**src/rtl/cpu_pkg.sv**
```systemverilog
// Shared CPU constants and the IF/ID pipeline record.
package cpu_pkg;

    localparam int          PC_W     = 32;
    localparam logic [31:0] RESET_PC = 32'h0000_0000;
    // PA-RISC NOP (OR 0,0,0)
    localparam logic [31:0] NOP_WORD = 32'h0800_0240;

    typedef struct packed {
        logic [31:0]     instr;
        logic [PC_W-1:0] pc;
        logic            valid;
    } ifid_t;

endpackage

```
**src/rtl/fetch_pc_queue_if.sv**
```systemverilog
// Fetch-stage bus: control inputs, ROM port and IF/ID outputs.
interface fetch_pc_queue_if #(
    parameter int PC_W   = 32,
    parameter int ROM_AW = 8,
    parameter int CNT_W  = 16
);

    logic              stall;
    logic              br_taken;
    logic [PC_W-1:0]   br_target;
    logic              nullify;
    logic [ROM_AW-1:0] rom_addr;
    logic [31:0]       rom_data;
    logic [PC_W-1:0]   pc_front;
    logic [PC_W-1:0]   pc_back;
    logic [31:0]       ifid_instr;
    logic [PC_W-1:0]   ifid_pc;
    logic              ifid_valid;
    logic [CNT_W-1:0]  fetch_cnt;

    // Fetch stage side
    modport slave (
        input  stall, br_taken, br_target, nullify, rom_data,
        output rom_addr, pc_front, pc_back, ifid_instr, ifid_pc, ifid_valid, fetch_cnt
    );

    // Pipeline control / ROM side
    modport master (
        output stall, br_taken, br_target, nullify, rom_data,
        input  rom_addr, pc_front, pc_back, ifid_instr, ifid_pc, ifid_valid, fetch_cnt
    );

endinterface

```
**src/rtl/ifid_reg.sv**
```systemverilog
// Generic pipeline register: holds when disabled, squashes to NOP when asked.
module ifid_reg
    import cpu_pkg::*;
#(
    parameter logic [31:0] NOP = cpu_pkg::NOP_WORD
) (
    input  logic  clk,
    input  logic  reset,
    input  logic  en,
    input  logic  squash,
    input  ifid_t d,
    output ifid_t q
);

    // Capture on enable; a squashed slot becomes an invalid NOP but keeps its PC
    always_ff @(posedge clk) begin
        if (reset) begin
            q.instr <= NOP;
            q.pc    <= '0;
            q.valid <= 1'b0;
        end else if (en) begin
            q.instr <= squash ? NOP : d.instr;
            q.pc    <= d.pc;
            q.valid <= d.valid & ~squash;
        end
    end

endmodule

```
**src/rtl/fetch_pc_queue.sv**
```systemverilog
// Instruction fetch: PA-RISC PC queue (PC/nPC) with delayed branch,
// stall and nullify, feeding the IF/ID register from a combinational ROM.
module fetch_pc_queue #(
    parameter int              PC_W     = cpu_pkg::PC_W,
    parameter int              ROM_AW   = 8,
    parameter logic [PC_W-1:0] RESET_PC = cpu_pkg::RESET_PC,
    parameter logic [31:0]     NOP_WORD = cpu_pkg::NOP_WORD,
    parameter int              CNT_W    = 16
) (
    input logic             clk,
    input logic             reset,
    fetch_pc_queue_if.slave bus
);

    logic [PC_W-1:0]  pc_front;
    logic [PC_W-1:0]  pc_back;
    logic [CNT_W-1:0] fetch_cnt;
    logic [PC_W-1:0]  next_back;
    cpu_pkg::ifid_t   ifid_d;
    cpu_pkg::ifid_t   ifid_q;

    // Branch target enters the back of the queue word-aligned; the old nPC
    // moves to the front, which is the delay slot.
    assign next_back = bus.br_taken ? {bus.br_target[PC_W-1:2], 2'b00}
                                    : pc_back + PC_W'(4);

    // PC queue advance; stall freezes it and any pending redirect
    always_ff @(posedge clk) begin
        if (reset) begin
            pc_front <= RESET_PC;
            pc_back  <= RESET_PC + PC_W'(4);
        end else if (!bus.stall) begin
            pc_front <= pc_back;
            pc_back  <= next_back;
        end
    end

    // Count real fetches, saturating at all-ones
    always_ff @(posedge clk) begin
        if (reset) begin
            fetch_cnt <= '0;
        end else if (!bus.stall && !bus.nullify && (fetch_cnt != '1)) begin
            fetch_cnt <= fetch_cnt + 1'b1;
        end
    end

    assign ifid_d.instr = bus.rom_data;
    assign ifid_d.pc    = pc_front;
    assign ifid_d.valid = 1'b1;

    ifid_reg #(.NOP(NOP_WORD)) u_ifid (
        .clk    (clk),
        .reset  (reset),
        .en     (~bus.stall),
        .squash (bus.nullify),
        .d      (ifid_d),
        .q      (ifid_q)
    );

    // ROM address depends only on registered state
    assign bus.rom_addr   = pc_front[ROM_AW-1:0];
    assign bus.pc_front   = pc_front;
    assign bus.pc_back    = pc_back;
    assign bus.ifid_instr = ifid_q.instr;
    assign bus.ifid_pc    = ifid_q.pc;
    assign bus.ifid_valid = ifid_q.valid;
    assign bus.fetch_cnt  = fetch_cnt;

endmodule
```
**src/flat_wrapper.sv**
```systemverilog
// flat-port wrapper written by rule: the top's interface ports become plain ports
module fetch_pc_queue_flat 
#(
    parameter int              PC_W     = cpu_pkg::PC_W,
    parameter int              ROM_AW   = 8,
    parameter logic [PC_W-1:0] RESET_PC = cpu_pkg::RESET_PC,
    parameter logic [31:0]     NOP_WORD = cpu_pkg::NOP_WORD,
    parameter int              CNT_W    = 16
)
  (clk, reset, bus_stall, bus_br_taken, bus_br_target, bus_nullify, bus_rom_data, bus_rom_addr, bus_pc_front, bus_pc_back, bus_ifid_instr, bus_ifid_pc, bus_ifid_valid, bus_fetch_cnt);
  fetch_pc_queue_if #(.PC_W(PC_W), .ROM_AW(ROM_AW), .CNT_W(CNT_W)) bus_i ();
  input logic clk;
  input logic reset;
  input wire logic [$bits(bus_i.stall)-1:0] bus_stall;
  input wire logic [$bits(bus_i.br_taken)-1:0] bus_br_taken;
  input wire logic [$bits(bus_i.br_target)-1:0] bus_br_target;
  input wire logic [$bits(bus_i.nullify)-1:0] bus_nullify;
  input wire logic [$bits(bus_i.rom_data)-1:0] bus_rom_data;
  output wire logic [$bits(bus_i.rom_addr)-1:0] bus_rom_addr;
  output wire logic [$bits(bus_i.pc_front)-1:0] bus_pc_front;
  output wire logic [$bits(bus_i.pc_back)-1:0] bus_pc_back;
  output wire logic [$bits(bus_i.ifid_instr)-1:0] bus_ifid_instr;
  output wire logic [$bits(bus_i.ifid_pc)-1:0] bus_ifid_pc;
  output wire logic [$bits(bus_i.ifid_valid)-1:0] bus_ifid_valid;
  output wire logic [$bits(bus_i.fetch_cnt)-1:0] bus_fetch_cnt;
  assign bus_i.stall = bus_stall;
  assign bus_i.br_taken = bus_br_taken;
  assign bus_i.br_target = bus_br_target;
  assign bus_i.nullify = bus_nullify;
  assign bus_i.rom_data = bus_rom_data;
  assign bus_rom_addr = bus_i.rom_addr;
  assign bus_pc_front = bus_i.pc_front;
  assign bus_pc_back = bus_i.pc_back;
  assign bus_ifid_instr = bus_i.ifid_instr;
  assign bus_ifid_pc = bus_i.ifid_pc;
  assign bus_ifid_valid = bus_i.ifid_valid;
  assign bus_fetch_cnt = bus_i.fetch_cnt;
  fetch_pc_queue #(.PC_W(PC_W), .ROM_AW(ROM_AW), .RESET_PC(RESET_PC), .NOP_WORD(NOP_WORD), .CNT_W(CNT_W)) u_core (.clk(clk), .reset(reset), .bus(bus_i));
endmodule
```
**config.mk**
```make
export PLATFORM = sky130hd
export DESIGN_NAME = fetch_pc_queue_flat
export DESIGN_NICKNAME = d
export VERILOG_FILES = /design/src/rtl/cpu_pkg.sv /design/src/rtl/fetch_pc_queue_if.sv /design/src/rtl/ifid_reg.sv /design/src/rtl/fetch_pc_queue.sv /design/src/flat_wrapper.sv
export SDC_FILE = /design/constraint.sdc
export NUM_CORES = 1
export LEC_CHECK = 0
export CAP_MARGIN = 30
export CORE_MARGIN = 2
export CORE_UTILIZATION = 30
export DETAILED_ROUTE_END_ITERATION = 10
export PLACE_DENSITY = 0.71
export SLEW_MARGIN = 20
export SYNTH_ARGS = -nofsm -noshare
export SYNTH_HDL_FRONTEND = slang
export SYNTH_SLANG_ARGS = --single-unit
```
**constraint.sdc**
```tcl
create_clock -name clk -period 1.7 [get_ports clk]
set_clock_uncertainty 0.05 [all_clocks]
set_input_delay 0.425 -clock clk [delete_from_list [all_inputs] [get_ports clk]]
set_output_delay 0.425 -clock clk [all_outputs]
set_load 0.1 [all_outputs]
```
==> metrics, run 1 <==
Synth Instances=687; synthesized flop and latch total=between 100 and 150; crit end category=flop; Residual DRC=0; Post-CTS Setup Repair Bufs=0; Slew Viols, Final=0; initial antenna violation count=1; Die Area=around 22000 um^2; synthesized area per cell=9.00 um^2; TritonCTS clock tree=yes; largest net degree at the start of global routing=between 60 and 70; Power Dens Cells=816 nW/um^2; Buffers on Ports=roughly 210; Worst Hold Depth=4; CTS H-tree lvls=4; most common cell after layout, fill and taps aside=buf_12; worst reg2reg startpoint=u_core.bus.fetch_cnt[1]; Critical Path RT=1.95 ns; post-synthesis cell type count=66; drt wl/cell=16.5 um; Worst-Skew Late Latency=between 0.4 and 0.5 ns; EDFF count, synth=0; 1st-iter DRT viols=243; gr usage total=0.183; status=complete, no violations; hold path start=reset; Top FF cell, synth=dfxtp_1; Die Wd=148 um; net total in the final layout=985; final hold slack=0.408 ns; final setup vio count=0; Pre-Repair DR Iteration Count=4; CP max FO=5; Longest Clk Path Bufs=2; GP Congestion=0.819; Hold EP=u_core.bus.pc_back[2]; FP Rows=52; Die H=between 100 and 150 um; arrival time of the worst setup path=1.91 ns; FFs w/ async S/R, synth=0; grt total ovfl=0; dpl hpwl=14.6 mm; top cell type's share of synthesized area=0.450; area delta synth->final=80.9%; Final Hold Viols=0; f_max=a little over 0.6 GHz; total number of yosys warnings=0; Final min period=1.65 ns; # fillers=1680; leakage=4.34 nW; final WL=19.8 mm; peak supply drop=slightly below 700 uV; Max Cap Viol=0; final core utilization=0.553; Yosys top cell by area=dfxtp_1; Critical Path Source=u_core.bus.fetch_cnt[1]; first-pass GRT wire length=~32 mm; flop2flop setup slack=around 0.047 ns; routed via count=approximately 6100; core area=20200 um^2; Via density=5.06; # IOs=222; total clock buffers created by CTS=17; most frequent cells in the layout=buf_12 (152), nor2_1 (121), dfxtp_1 (87); period utilization=0.972; r2r endpoint=u_core.bus.fetch_cnt[10]; critical path launch point type=flop; worst hold path class=input port to flop; RSZ-0062 raised after global routing=yes; sequential-to-total area share from yosys stat=0.450; Sinks on Clock Net=approximately 140; WS Path Type=flop to flop; CTS Root Cell=clkbuf_16; # hold bufs at CTS=0; layout cells sized above 1=0.364; Mapped Area=slightly above 6000 um^2; vias in the first global route=~6100; post-route ant nets=0; Worst-path clk slew=0.06 ns; FF-to-FF path depth=6; top post-synthesis cells by area=dfxtp_1 (45%), mux2i_1 (9.9%), nor2_1 (7.4%); initial cell density of the core=0.306
## state kept, by name (all words and copies together) (netlist names)
signal                cells
u_core.u_ifid.q          63
u_core.bus.fetch_cnt     16
u_core.bus.pc_back       30
u_core.bus.pc_front      30
## worst max path at each step
stage                               endpoint  slack [ns]  depth (start not counted)
floorplan           u_core.bus.fetch_cnt[10]       -0.14                          6
global placement    u_core.bus.fetch_cnt[10]       -0.42                          6
detailed placement  u_core.bus.fetch_cnt[10]       -0.48                          6
CTS                 u_core.bus.fetch_cnt[13]        0.01                          4
global route        u_core.bus.fetch_cnt[10]       -0.05                          6
finish              u_core.bus.fetch_cnt[10]        0.05                          6
## cell usage after synthesis (all sizes together) (9+ instances only)
library cell  number
a22oi             36
nor2             123
and3              10
clkbuf            24
o21ai             14
mux2i             61
inv                9
nand4             10
nand2             38
dfxtp            139
nand3             16
a21oi             27
nor4              10
mux2               9
buf               43
## kinds of logic after synthesis
group | share of synthesized area
AO/OA/AOI/OAI | 0.174
adder cells (fa/ha/maj) | 0.00405
buffers and inverters | 0.0593
flip-flops | 0.450
multiplexers | 0.115
other | 0.000606
AND/OR/NAND/NOR | 0.196
## critical path, stage by stage (launching register included)
cell and delay [ns]:
dfxtp_4 0.36, ha_4 0.15, nor4bb_4 0.19, buf_4 0.18, nand2_2 0.06, a311oi_2 0.24, mux2_4 0.32
## routing by layer
| layer | routed length [um] | global-route usage |
|---|---|---|
| met1 | 7770 | 0.217 |
| met2 | 10200 | 0.315 |
| met3 | 1600 | 0.0602 |
| met4 | 258 | 0.0519 |
| met5 | 0 | 0 |
## report_power, final
| part | switching [mW] | internal (mW) |
|---|---|---|
| registers | 0.172 | 3.34 |
| logic | 1.33 | 0.812 |
| clock network | 1.48 | 2.01 |
| total | 2.98 | 6.15 |
## what timing repair did
item	CTS	global route
cloned	0	0
resized for setup	3	8
endpoints found under the hold margin	0	0
pin swaps	1	2
endpoints found under the setup margin	3	7
## through the flow
stage          total power, mW  setup slack [ns]  setup TNS (ns)  area, um^2  cells
2_1_floorplan             4.85            -0.143          -0.863        6540    694
3_3_place_gp              5.69            -0.417           -4.43       10600   1165
3_5_place_dp              5.72            -0.482           -5.72       10600   1165
4_1_cts                   9.23           0.00973               0       11100   1197
5_1_grt                   9.49           -0.0519          -0.110       11200   1197
6_report                  9.13            0.0470               0       11200   1198
## area by class of cell
cell class / instances / area, um^2 / area share
clock inverter: 15 / 124 / 0.0111
antenna: 1 / 2.50 / 0.000224
multi-input combinational: 479 / 3240 / 0.289
timing repair buffer: 268 / 4070 / 0.364
sequential: 139 / 2950 / 0.264
clock buffer: 17 / 425 / 0.0380
inverter: 9 / 33.8 / 0.00302
tap: 270 / 338 / 0.0302
(Power assumes the default switching activity.)
==> inputs of run 2 (changes only) <==
--- a/config.mk
+++ b/config.mk
@@ -7,9 +7,9 @@
 export LEC_CHECK = 0
 export CAP_MARGIN = 30
 export CORE_MARGIN = 2
-export CORE_UTILIZATION = 30
+export CORE_UTILIZATION = 28
 export DETAILED_ROUTE_END_ITERATION = 10
-export PLACE_DENSITY = 0.71
+export PLACE_DENSITY = 0.67
 export SLEW_MARGIN = 20
 export SYNTH_ARGS = -nofsm -noshare
 export SYNTH_HDL_FRONTEND = slang
==> run 2 against run 1 <==
Compared with the run above: die area rose by 6.9%; via count rose by 0.66%; clock power barely moved; worst setup slack got worse by 0.016 ns; sequential power barely moved; critical path depth rose by 1; combinational power barely moved; count of clock-buffer cells in the layout rose by 2; non-clock buffer count rose by 13; critical path type unchanged; highest routed layer unchanged.
==> metrics, run 2 (synthesis gave the netlist of run 1 again) <==
CTS Root Cell=clkbuf_16; Die H=153 um (+3.4%); arrival time of the worst setup path=1.93 ns (+0.02 ns); routed via count=6100 (+0.66%); Worst-Margin Slew=about 0.50 ns; initial antenna violation count=1 (unchanged); post-placement cell count=1186 (+1.8%); post-route ant nets=0 (unchanged); vias in the first global route=6138 (+0.34%); CP max FO=6 (+1); total clock buffers created by CTS=17 (unchanged); Sinks on Clock Net=139 (unchanged); Final Hold Viols=0 (unchanged); Slew Viols, Final=0 (unchanged); most common cell after layout, fill and taps aside=buf_12; Pre-Repair DR Iteration Count=5 (+1); Worst-Skew Late Latency=0.42 ns (about the same); grt total ovfl=0 (unchanged); 1st-iter DRT viols=298 (+23%); final WL=20.1 mm (+1.4%); worst reg2reg startpoint=u_core.bus.fetch_cnt[1]; max reg flops=63 (unchanged); net total in the final layout=998 (+1.3%); critical path launch point type=flop; crit end category=flop; layout cells sized above 1=0.370 (+0.00667); Tot Pwr=9.16 mW (+0.31%); biggest regs=u_core.u_ifid.q (63), u_core.bus.pc_back (30), u_core.bus.pc_front (30); core area=21800 um^2 (+7.5%); f_max=0.599 GHz (-0.95%); # hold bufs at CTS=0 (unchanged); Die Area=23300 um^2 (+6.9%); flop2flop setup slack=0.03 ns (-0.02 ns); Critical Path RT=1.96 ns (about the same); Max Cap Viol=0 (unchanged); Longest Clk Path Bufs=2 (unchanged); # IOs=222 (unchanged); Final min period=1.67 ns (+0.0159 ns); Worst Hold Depth=2 (-2); pre-CTS setup slack=-0.437 ns (+0.0447 ns); leakage=4.41 nW (+1.6%); largest net degree at the start of global routing=63 (-8.7%); Buffers on Ports=211 (unchanged); gr usage total=0.171 (-0.0118); Worst-path clk slew=0.06 ns (about the same); CTS H-tree lvls=4 (unchanged); TNS Setup=0 ns (unchanged); initial cell density of the core=0.284 (-0.0214); Via density=5.00 (-1.2%); Power Dens Cells=812 nW/um^2 (-0.49%); drt wl/cell=16.4 um (-0.51%); peak supply drop=623 uV (-9.7%); most frequent cells in the layout=buf_12 (151), nor2_1 (121), dfxtp_1 (87); GP Congestion=0.807 (-1.5%); period utilization=0.982 (+0.00934); RSZ-0062 raised after global routing=yes; largest reg by FF count=u_core.u_ifid.q; hold path start=reset; Non-Filler Instances=1221 (+1.9%); status=complete, no violations; final setup vio count=0 (unchanged); first-pass GRT wire length=32.4 mm (+0.64%); final worst slack=0.0311 ns (-0.0159 ns); FF-to-FF path depth=7 (+1); headroom to the max-slew limit=0.661; FP Rows=54 (+3.8%); r2r endpoint=u_core.bus.fetch_cnt[4]; Die Wd=153 um (+3.4%); dpl hpwl=14.8 mm (+1.6%); Hold EP=u_core.bus.fetch_cnt[6]; WS Path Type=flop to flop; Residual DRC=0 (unchanged); area delta synth->final=82.4%; TritonCTS clock tree=yes; area post-placement=10700 um^2 (+0.78%); worst hold path class=input port to flop; Design Area, Final=11300 um^2 (+0.81%)
==> run 2: cell types whose count changed in the layout (fill, tap and decap cells not counted), sizes merged <==
cell	delta
buf	+13
clkbuf	+2
clkinvlp	-2
dlygate4sd2	-1
dlymetal6s2s	+1
==> run 2: report_power, final <==
group | internal (mW) | switching, mW
registers | 3.34 | 0.176
clock network | 2.07 | 1.44
logic | 0.820 | 1.32
==> run 2: cell type report <==
class	count	area, um^2
diodes	1	2.50
clock buffers	19	453
clock inverters	13	97.6
fillers	1883	10500
inverters	9	33.8
multi-input cells	479	3230
flip-flops and latches	139	2950
well taps	280	350
repair buffers	281	4160
==> run 2: what timing repair did <==
| action | 4_1_cts | 5_1_grt |
|---|---|---|
| buffers inserted | 0 | 2 |
| setup endpoints to repair | 0 | 11 |
| gates resized for setup | 0 | 8 |
==> run 2: worst max-delay path by stage <==
stage	start	endpoint	slack (ns)
after floorplan	u_core.bus.fetch_cnt[1]	u_core.bus.fetch_cnt[10]	-0.14
after global placement	bus_nullify	u_core.bus.fetch_cnt[10]	-0.42
after detailed placement	bus_nullify	u_core.bus.fetch_cnt[10]	-0.44
after CTS	bus_nullify	u_core.bus.fetch_cnt[10]	0.02
after global routing	u_core.bus.fetch_cnt[1]	u_core.bus.fetch_cnt[10]	-0.07
final	u_core.bus.fetch_cnt[1]	u_core.bus.fetch_cnt[4]	0.03
==> run 2: through the flow <==
step	util	hold WS, ns
after global routing	0.518	0.259
after detailed placement	0.490	0.427
final	0.518	0.250
after floorplan	-	0.501
after global placement	0.490	0.424
after CTS	0.516	0.234
==> run 2: per-layer routing <==
layer,global-route usage,vias up,part of all wire
li1,-,2962,-
met1,0.206,2875,0.41
met5,0,-,0
met2,0.286,232,0.50
met4,0.0542,0,0.017
met3,0.0580,31,0.073
==> run 2: critical path, stage by stage (launching register included) <==
cell	delay [ns]
dfxtp_4	0.36
ha_4	0.15
nor4bb_2	0.19
buf_4	0.19
buf_4	0.11
nand2_1	0.04
a21oi_1	0.12
mux2_2	0.34
